===== src/rtl/fp_sub_seq.sv =====
// Multi-cycle IEEE-754 single subtractor (a - b), truncation rounding.
// Shared 25-bit add/sub datapath with a one-bit-per-cycle normaliser.
module fp_sub_seq #(
  parameter int N        = 32,
  parameter int NORM_MAX = 24
) (
  input  logic         clk,
  input  logic         rst,
  input  logic         in_valid,
  output logic         in_ready,
  input  logic [N-1:0] a,
  input  logic [N-1:0] b,
  output logic         out_valid,
  input  logic         out_ready,
  output logic [N-1:0] diff,
  output logic         out_overflow,
  output logic         out_invalid,
  output logic         busy
);

  typedef enum logic [2:0] {
    S_IDLE,
    S_ALIGN,
    S_ADD,
    S_NORM,
    S_PACK,
    S_DONE
  } state_t;

  state_t r_state;

  logic [N-1:0] r_a;
  logic [N-1:0] r_b;
  logic [24:0]  r_ml;
  logic [24:0]  r_ms;
  logic [24:0]  r_m;
  logic         r_sl;
  logic         r_ss;
  logic         r_sign;
  logic [9:0]   r_exp;
  logic [4:0]   r_cnt;
  logic         r_spec;
  logic         r_sinv;
  logic [N-1:0] r_sdiff;

  logic         w_sa;
  logic         w_sb;
  logic [7:0]   w_ea;
  logic [7:0]   w_eb;
  logic [22:0]  w_fa;
  logic [22:0]  w_fb;
  logic         w_nan_a;
  logic         w_nan_b;
  logic         w_inf_a;
  logic         w_inf_b;
  logic         w_nan;
  logic         w_spec;
  logic [N-1:0] w_sdiff;
  logic [24:0]  w_xa;
  logic [24:0]  w_xb;
  logic [7:0]   w_ea1;
  logic [7:0]   w_eb1;
  logic         w_a_big;
  logic [7:0]   w_el;
  logic [7:0]   w_es;
  logic [24:0]  w_xl;
  logic [24:0]  w_xs;
  logic         w_sl;
  logic         w_ss;
  logic [7:0]   w_dexp;
  logic [24:0]  w_xs_sh;
  logic [24:0]  w_sum;

  // Subtraction is an add with b's sign flipped
  assign w_sa = r_a[31];
  assign w_sb = ~r_b[31];
  assign w_ea = r_a[30:23];
  assign w_eb = r_b[30:23];
  assign w_fa = r_a[22:0];
  assign w_fb = r_b[22:0];

  assign w_nan_a = (&w_ea) & (|w_fa);
  assign w_nan_b = (&w_eb) & (|w_fb);
  assign w_inf_a = (&w_ea) & ~(|w_fa);
  assign w_inf_b = (&w_eb) & ~(|w_fb);

  assign w_nan  = w_nan_a | w_nan_b |
                  (w_inf_a & w_inf_b & (w_sa != w_sb));
  assign w_spec = w_nan_a | w_nan_b | w_inf_a | w_inf_b;

  always_comb begin
    w_sdiff = {w_sb, 8'hFF, 23'd0};
    if (w_nan)
      w_sdiff = 32'h7F80_0001;
    else if (w_inf_a)
      w_sdiff = {w_sa, 8'hFF, 23'd0};
  end

  assign w_xa  = {1'b0, |w_ea, w_fa};
  assign w_xb  = {1'b0, |w_eb, w_fb};
  assign w_ea1 = (w_ea == 8'd0) ? 8'd1 : w_ea;
  assign w_eb1 = (w_eb == 8'd0) ? 8'd1 : w_eb;

  assign w_a_big = (r_a[30:0] >= r_b[30:0]);
  assign w_el    = w_a_big ? w_ea1 : w_eb1;
  assign w_es    = w_a_big ? w_eb1 : w_ea1;
  assign w_xl    = w_a_big ? w_xa  : w_xb;
  assign w_xs    = w_a_big ? w_xb  : w_xa;
  assign w_sl    = w_a_big ? w_sa  : w_sb;
  assign w_ss    = w_a_big ? w_sb  : w_sa;

  assign w_dexp  = w_el - w_es;
  assign w_xs_sh = (w_dexp >= 8'd25) ? 25'd0 : (w_xs >> w_dexp);

  assign w_sum = (r_sl == r_ss) ? (r_ml + r_ms) : (r_ml - r_ms);

  always_ff @(posedge clk) begin
    if (rst) begin
      r_state      <= S_IDLE;
      in_ready     <= 1'b1;
      out_valid    <= 1'b0;
      diff         <= '0;
      out_overflow <= 1'b0;
      out_invalid  <= 1'b0;
      busy         <= 1'b0;
      r_a          <= '0;
      r_b          <= '0;
      r_ml         <= '0;
      r_ms         <= '0;
      r_m          <= '0;
      r_sl         <= 1'b0;
      r_ss         <= 1'b0;
      r_sign       <= 1'b0;
      r_exp        <= '0;
      r_cnt        <= '0;
      r_spec       <= 1'b0;
      r_sinv       <= 1'b0;
      r_sdiff      <= '0;
    end else begin
      unique case (r_state)
        S_IDLE: begin
          if (in_valid && in_ready) begin
            r_a      <= a;
            r_b      <= b;
            in_ready <= 1'b0;
            busy     <= 1'b1;
            r_state  <= S_ALIGN;
          end
        end
        S_ALIGN: begin
          r_spec  <= w_spec;
          r_sinv  <= w_nan;
          r_sdiff <= w_sdiff;
          r_ml    <= w_xl;
          r_ms    <= w_xs_sh;
          r_sl    <= w_sl;
          r_ss    <= w_ss;
          r_exp   <= {2'b00, w_el};
          r_cnt   <= '0;
          r_state <= w_spec ? S_PACK : S_ADD;
        end
        S_ADD: begin
          r_m     <= w_sum;
          r_sign  <= r_sl;
          r_state <= S_NORM;
        end
        S_NORM: begin
          r_cnt <= r_cnt + 5'd1;
          if (r_m[24]) begin
            r_m     <= r_m >> 1;
            r_exp   <= r_exp + 10'd1;
            r_state <= S_PACK;
          end else if (r_m == 25'd0) begin
            r_sign  <= 1'b0;
            r_state <= S_PACK;
          end else if (r_m[23] || r_exp == 10'd1 ||
                       r_cnt >= 5'(NORM_MAX - 1)) begin
            r_state <= S_PACK;
          end else begin
            r_m   <= r_m << 1;
            r_exp <= r_exp - 10'd1;
          end
        end
        S_PACK: begin
          out_overflow <= 1'b0;
          out_invalid  <= 1'b0;
          if (r_spec) begin
            diff        <= r_sdiff;
            out_invalid <= r_sinv;
          end else if (r_exp >= 10'd255) begin
            diff         <= {r_sign, 8'hFF, 23'd0};
            out_overflow <= 1'b1;
          end else begin
            // Without the hidden bit the value is a denormal
            diff <= {r_sign,
                     r_m[23] ? r_exp[7:0] : 8'd0,
                     r_m[22:0]};
          end
          out_valid <= 1'b1;
          r_state   <= S_DONE;
        end
        S_DONE: begin
          if (out_valid && out_ready) begin
            out_valid    <= 1'b0;
            out_overflow <= 1'b0;
            out_invalid  <= 1'b0;
            in_ready     <= 1'b1;
            busy         <= 1'b0;
            r_state      <= S_IDLE;
          end
        end
        default: r_state <= S_IDLE;
      endcase
    end
  end

endmodule


===== config.mk =====
export PLATFORM = sky130hd
export DESIGN_NAME = fp_sub_seq
export DESIGN_NICKNAME = d
export VERILOG_FILES = /design/src/rtl/fp_sub_seq.sv
export SDC_FILE = /design/constraint.sdc
export NUM_CORES = 1
export LEC_CHECK = 0
export BUFFER_PORTS_ARGS = -buffer_cell sky130_fd_sc_hd__buf_2
export CORE_AREA = 2 2 208 210
export CTS_CLUSTER_DIAMETER = 40
export DETAILED_ROUTE_END_ITERATION = 8
export DIE_AREA = 0 0 210 212
export MAX_ROUTING_LAYER = met4
export PLACE_DENSITY = 0.51
export SYNTH_ARGS = -nofsm -noshare
export SYNTH_HDL_FRONTEND = slang
export SYNTH_SLANG_ARGS = --single-unit

===== constraint.sdc =====
create_clock -name clk -period 10.4 [get_ports clk]
set_input_delay 1.04 -clock clk [delete_from_list [all_inputs] [get_ports clk]]
set_output_delay 1.04 -clock clk [all_outputs]
set_load 0.01 [all_outputs]

==> results of run 1 <==
==> layer usage <==
layer  share of wire [%]  vias up  wire length [um]  global-route usage [%]
li1                    -     5854                 -                       -
met1                  49     5659             20100                    26.3
met2                  44      288             18100                    28.6
met3                 4.7       46              1940                    3.26
met4                 2.2        0               907                    6.46
met5                   0        -                 0                       -
==> path summary, 6_finish.rpt <==
check                     from            to  slack, ns  cells after the start
setup / recovery       r_b[12]       r_ms[2]       3.93                     18
hold / removal    out_overflow  out_overflow       0.46                      2
setup reg to reg       r_b[12]       r_ms[2]       3.93                     18
hold reg to reg   out_overflow  out_overflow       0.46                      2
==> critical path, cell delays in order, from the launching register on <==
cell,delay [ns]
dfxtp_1,0.44
inv_1,0.10
ha_1,0.30
a21o_1,0.18
a221o_1,0.37
a221oi_2,0.34
o211ai_2,0.19
nor2_4,0.12
buf_4,0.77
mux2i_1,0.33
fa_1,1.16
nand3_1,0.13
a311oi_1,0.28
o21ai_0,0.14
nor3_1,0.44
nand2_1,0.28
nor3_1,0.48
o21ai_0,0.21
o211ai_1,0.12
==> sequential cells by signal, indices dropped and copies added (netlist names), 3 cells and up <==
register  flops
r_m          25
r_state       3
r_exp        10
r_cnt         5
r_ml         24
r_sdiff       3
r_a          32
r_ms         24
r_b          32
diff         32
==> kinds of logic after synthesis <==
| family | count (synthesis) | share of synthesized area, % |
|---|---|---|
| fa+ha+maj | 69 | 7.00 |
| mux | 79 | 8.71 |
| xor+xnor | 54 | 3.77 |
| buf+inv | 149 | 4.85 |
| simple gates | 593 | 20.9 |
| compound gates | 441 | 23.0 |
| flops | 199 | 31.8 |
==> cell type report <==
| class | instances | area, um^2 |
|---|---|---|
| fill | 4506 | 28400 |
| multi-input combinational | 1236 | 8000 |
| sequential | 199 | 3980 |
| tap | 546 | 683 |
| timing repair buffer | 119 | 639 |
| clock buffer | 19 | 433 |
| clock inverter | 13 | 196 |
| inverter | 52 | 195 |
==> stage by stage <==
stage | setup slack, ns | power [mW]
2_1_floorplan | 5.23 | 2.61
3_3_place_gp | 4.15 | 3.17
3_5_place_dp | 3.93 | 3.17
4_1_cts | 3.92 | 3.92
5_1_grt | 3.30 | 4.18
6_report | 3.93 | 3.91
==> layout by cell type, fill, tap and decap left out, types with 5 or more instances in the layout <==
master,n
nand2_1,242
or2_2,6
a21o_1,14
inv_1,51
o21a_1,7
a22oi_1,38
mux2_2,9
o31ai_1,8
nor2b_1,9
and3_1,11
a221o_1,7
a222oi_1,14
mux2i_1,45
nor4_1,22
xor2_1,18
a21oi_1,170
dfxtp_1,199
nand3_1,32
nand4_1,14
and4_1,5
clkbuf_16,17
o211ai_1,8
buf_2,103
a22o_1,8
buf_4,15
a211oi_1,52
a311oi_1,7
or4_1,6
o21ai_0,47
mux4_2,23
xnor2_1,35
nor2_1,176
a31oi_1,8
nor3_1,36
nand2b_1,12
ha_1,67
==> power by group <==
group	internal (mW)	switching (mW)	leakage, nW
Sequential	0.860	0.146	1.62
Combinational	0.791	1.38	3.59
Clock	0.406	0.322	0.309
==> impl_results.md, run 1 <==
* Status: finished clean
* CTS Buf Count at 17
* Final Non-Filler Cells at 2,184
* Max Root-Sink Buffers at 2
* Clk_lat worst skew at 0.49 ns
* Vias at 11,800
* Drt drc at 0
* Post-CTS Hold Buffers at 0
* Leak at approximately 5.5 nW
* Crit Path Class: reg2reg
* CP Launch Type: flop
* Setup bufs post-CTS at 0
* Vias in the first global route at 11,000
* Row Count at 76
* I/O Pins at between 100 and 150
* Cell area after layout at about 0.014 mm^2
* Inserted Diodes at 0
* Largest net degree at the start of global routing at 89
* Sequential area share after synthesis at 31.8%
* Max-cap viol count at 0
* Tcrit/Tclk final at 62.2%
* Worst endpoint required time at between 10 and 15 ns
* Iter 0 DRT Violations at 1,033
* Async SR Flop Fraction at 0%
* WP data arrival at roughly 7 ns
* Number of synthesized flops with an enable pin at 0
* Synth area leaders: dfxtp_1 (32%), nand2_1 (7.2%), a21oi_1 (6.8%)
* Post-CTS resize count at 0
* Clk sink count at 199
* Final min period at 6.47 ns
* Cell Area, Placed at roughly 0.013 mm^2
* Die Wd at roughly 210 um
* Synth top area share at a little under a third
* Mean Syn Cell Area at 7.92 um^2
* Share of post-route cells with drive strength above 1 at 12.5%
* Largest fanout on the critical path at 78
* All-Layer GR Usage at 19.2%
* Cells after synthesis at 1,584
* Fin. max-slew vios at 0
* Initial Util at between 20% and 30%
* DRT Pass-1 Iters at 5
* Gpl congestion at 0.891
* Yosys top cell by area: dfxtp_1
* Top FF cell, synth: dfxtp_1
* Hpwl dp at 31,000 um
* Hold Path Class: reg2reg
* Die area at 0.0445 mm^2
* Grt total ovfl at 0
* Most frequent cell after synthesis: nand2_1
* Syn Std Cell Area at 0.0125 mm^2
* Worst Tran Pin Value at 1.19 ns
* Crit path capture type: flop
* VDD IR max at 0.000183 V
* Routed len/inst at 18.8 um
* Core ar. at around 0.043 mm^2
* CTS H-tree depth at 4
* #FFs+latches synth at 199
* Placed cell count at between 2,000 and 2,500
* Antenna violations before repair at 0
* Detailed-route vias per instance at about 5.4
* CTS root buffer: clkbuf_16
* Fmax at 155 MHz
* Reg clk slew, reported paths at 0.08 ns
* First-pass GRT wire length at approximately 64,000 um
* Top cells by count, synth: nand2_1 (242), dfxtp_1 (199), nor2_1 (178), a21oi_1 (171), clkbuf_1 (79)
* CTS tree: built
* Yosys warns at 0
* DRT antenna net count at 0
* Setup-violating endpoint count in the final report at 0
* Fin Setup TNS at 0 ns
* Slew headroom at 21.0%
* Area grow syn2layout at 12.6%
* Post-Route Utilization at 33.2%
* Nets@finish at 1,762
* Syn Nets at 1,721
* Yosys cell types at 80
* PortBufs at 104
* P per Cell Area at 277 mW/mm^2
* Final hold vios at 0
* Hold Slack at 0.463 ns
* DRT Wirelength at roughly 41,000 um
* Die Y at 212 um
* RSZ-0062 raised after global routing: no
* Fin Clk Skew at about 0.013 ns
Power figures use the tool's default switching activity.
==> inputs of run 2 (changes only) <==
- PLACE_DENSITY: 0.51 -> 0.53
- clock period: 10.4 -> 5.66 ns (I/O delays scaled with it)
==> impl_results.md, run 2 (synthesis gave the netlist of run 1 again) <==
* Detailed-route vias per instance at around 5.3
* Largest fanout on the critical path at 10
* DRT antenna net count at 0
* Post-CTS Hold Buffers at 0
* VDD IR max at 0.000303 V
* Commonest non-fill, non-tap cell in the layout: nand2_1
* Nets@finish at about 1,800
* Die Y at 212 um
* Highest-count cells in the layout ignoring fill and taps: nand2_1 (242), dfxtp_1 (199), nor2_1 (176)
* Vias in the first global route at 11,100
* Hold Path Class: in2reg
* Post-Route Utilization at 33.5%
* Worst endpoint required time at 6.07 ns
* Fillers at 4,566
* Crit path capture type: flop
* Max-cap viol count at 0
* CTS H-tree depth at 4
* DRT Pass-1 Iters at 5
* First-pass GRT wire length at 64,000 um
* Gpl congestion at around 0.94
* Setup-violating endpoint count in the final report at 0
* Worst Tran Pin Value at 1.09 ns
* DRT Wirelength at 40,700 um
* Fmax at 188 MHz
* Hpwl dp at 31,400 um
* Core ar. at 0.0425 mm^2
* Cell area after layout at between 0.01 and 0.015 mm^2
* I/O Pins at 105
* PortBufs at 104
* Clk_lat worst skew at around 0.50 ns
* Tcrit/Tclk final at 94.2%
* Status: finished clean
* Iter 0 DRT Violations at ~900
* Final hold vios at 0
* P per Cell Area at 505 mW/mm^2
* Max Root-Sink Buffers at 2
* Initial Util at 29.5%
* CTS tree: built
* Reg clk slew, reported paths at 0.08 ns
* Crit Path Class: reg2reg
* Routed len/inst at 18.4 um
* Row Count at 76
* Inserted Diodes at 0
* Regs by FF count: diff: 32 flops, r_a: 32 flops, r_b: 32 flops
* Fin. max-slew vios at 0
* Antenna violations before repair at 0
* CP Launch Type: flop
* Vias at 11,800
* Final min period at 5.33 ns
* All-Layer GR Usage at 19.0%
* Clk sink count at 199
* Die area at 0.0445 mm^2
* Slew headroom at 27.0%
* Grt total ovfl at 0
* CTS root buffer: clkbuf_16
* Cell Area, Placed at roughly 0.014 mm^2
* CTS Buf Count at 17
* Die Wd at 210 um
* RSZ-0062 raised after global routing: no
* Share of post-route cells with drive strength above 1 at between 10 and 15%
* Drt drc at 0
* Area grow syn2layout at 13.6%
* Fin Clk Skew at approximately 0.023 ns
* Largest net degree at the start of global routing at a little over 90
* Leak at between 5 and 6 nW
* WP data arrival at roughly 5.7 ns
* Fin Setup TNS at 0 ns
-- run 2: final cells by class --
class / count / area [um^2] / area share, %
timing repair buffer: 142 / 812 / 5.70
multi-input combinational: 1236 / 8000 / 56.2
clock inverter: 14 / 139 / 0.975
clock buffer: 18 / 429 / 3.01
tap: 546 / 683 / 4.80
inverter: 52 / 195 / 1.37
sequential: 199 / 3980 / 28.0
-- run 2: layer usage --
metal	GRT usage (%)	part of all wire, %
met4	5.48	1.5
met2	29.2	45
met3	3.04	3.5
met1	25.8	50
met5	-	0
-- run 2: power by group --
part / internal (mW) / leakage [nW] / switching [mW]
combinational: 1.58 / 3.71 / 2.57
clock: 0.581 / 0.266 / 0.623
sequential: 1.58 / 1.62 / 0.263
-- run 2: final timing paths --
check	start	end	slack, ns	cells after the start
setup / recovery	r_b[12]	r_ms[2]	0.33	21
hold / removal	b[31]	r_b[31]	0.30	3
setup reg to reg	r_b[12]	r_ms[2]	0.33	21
hold reg to reg	r_ms[9]	r_ms[9]	0.47	2
-- run 2: per-stage QoR --
step	setup slack [ns]	std cells	total power, mW	hold slack (ns)
final	0.331	2207	7.19	0.301
after floorplan	0.490	1584	4.80	0.433
after CTS	0.286	2205	7.20	0.261
after detailed placement	0.309	2173	5.96	0.449
after global routing	0.0240	2207	7.71	0.286
after global placement	0.366	2173	5.96	0.451
-- run 2: critical path, stage by stage (launching register included) --
cell and delay, ns:
dfxtp_1 0.46, inv_1 0.09, ha_1 0.29, a21o_1 0.18, a221o_1 0.36, a221oi_2 0.33, o211ai_2 0.18, nor2_4 0.30
mux2_2 0.40, ha_1 0.23, fa_1 0.45, nor2b_1 0.17, o31a_1 0.16, a21oi_1 0.06, a311oi_1 0.21, o21ai_0 0.15
nor3_1 0.17, buf_4 0.17, nand2_1 0.14, nor3_1 0.45, o21ai_0 0.20, o211ai_1 0.11
-- run 2: repair_timing --
item	in CTS	in global routing
endpoints found under the setup margin	0	8
gates resized for setup	0	3
endpoints found under the hold margin	0	0
buffers inserted	0	2
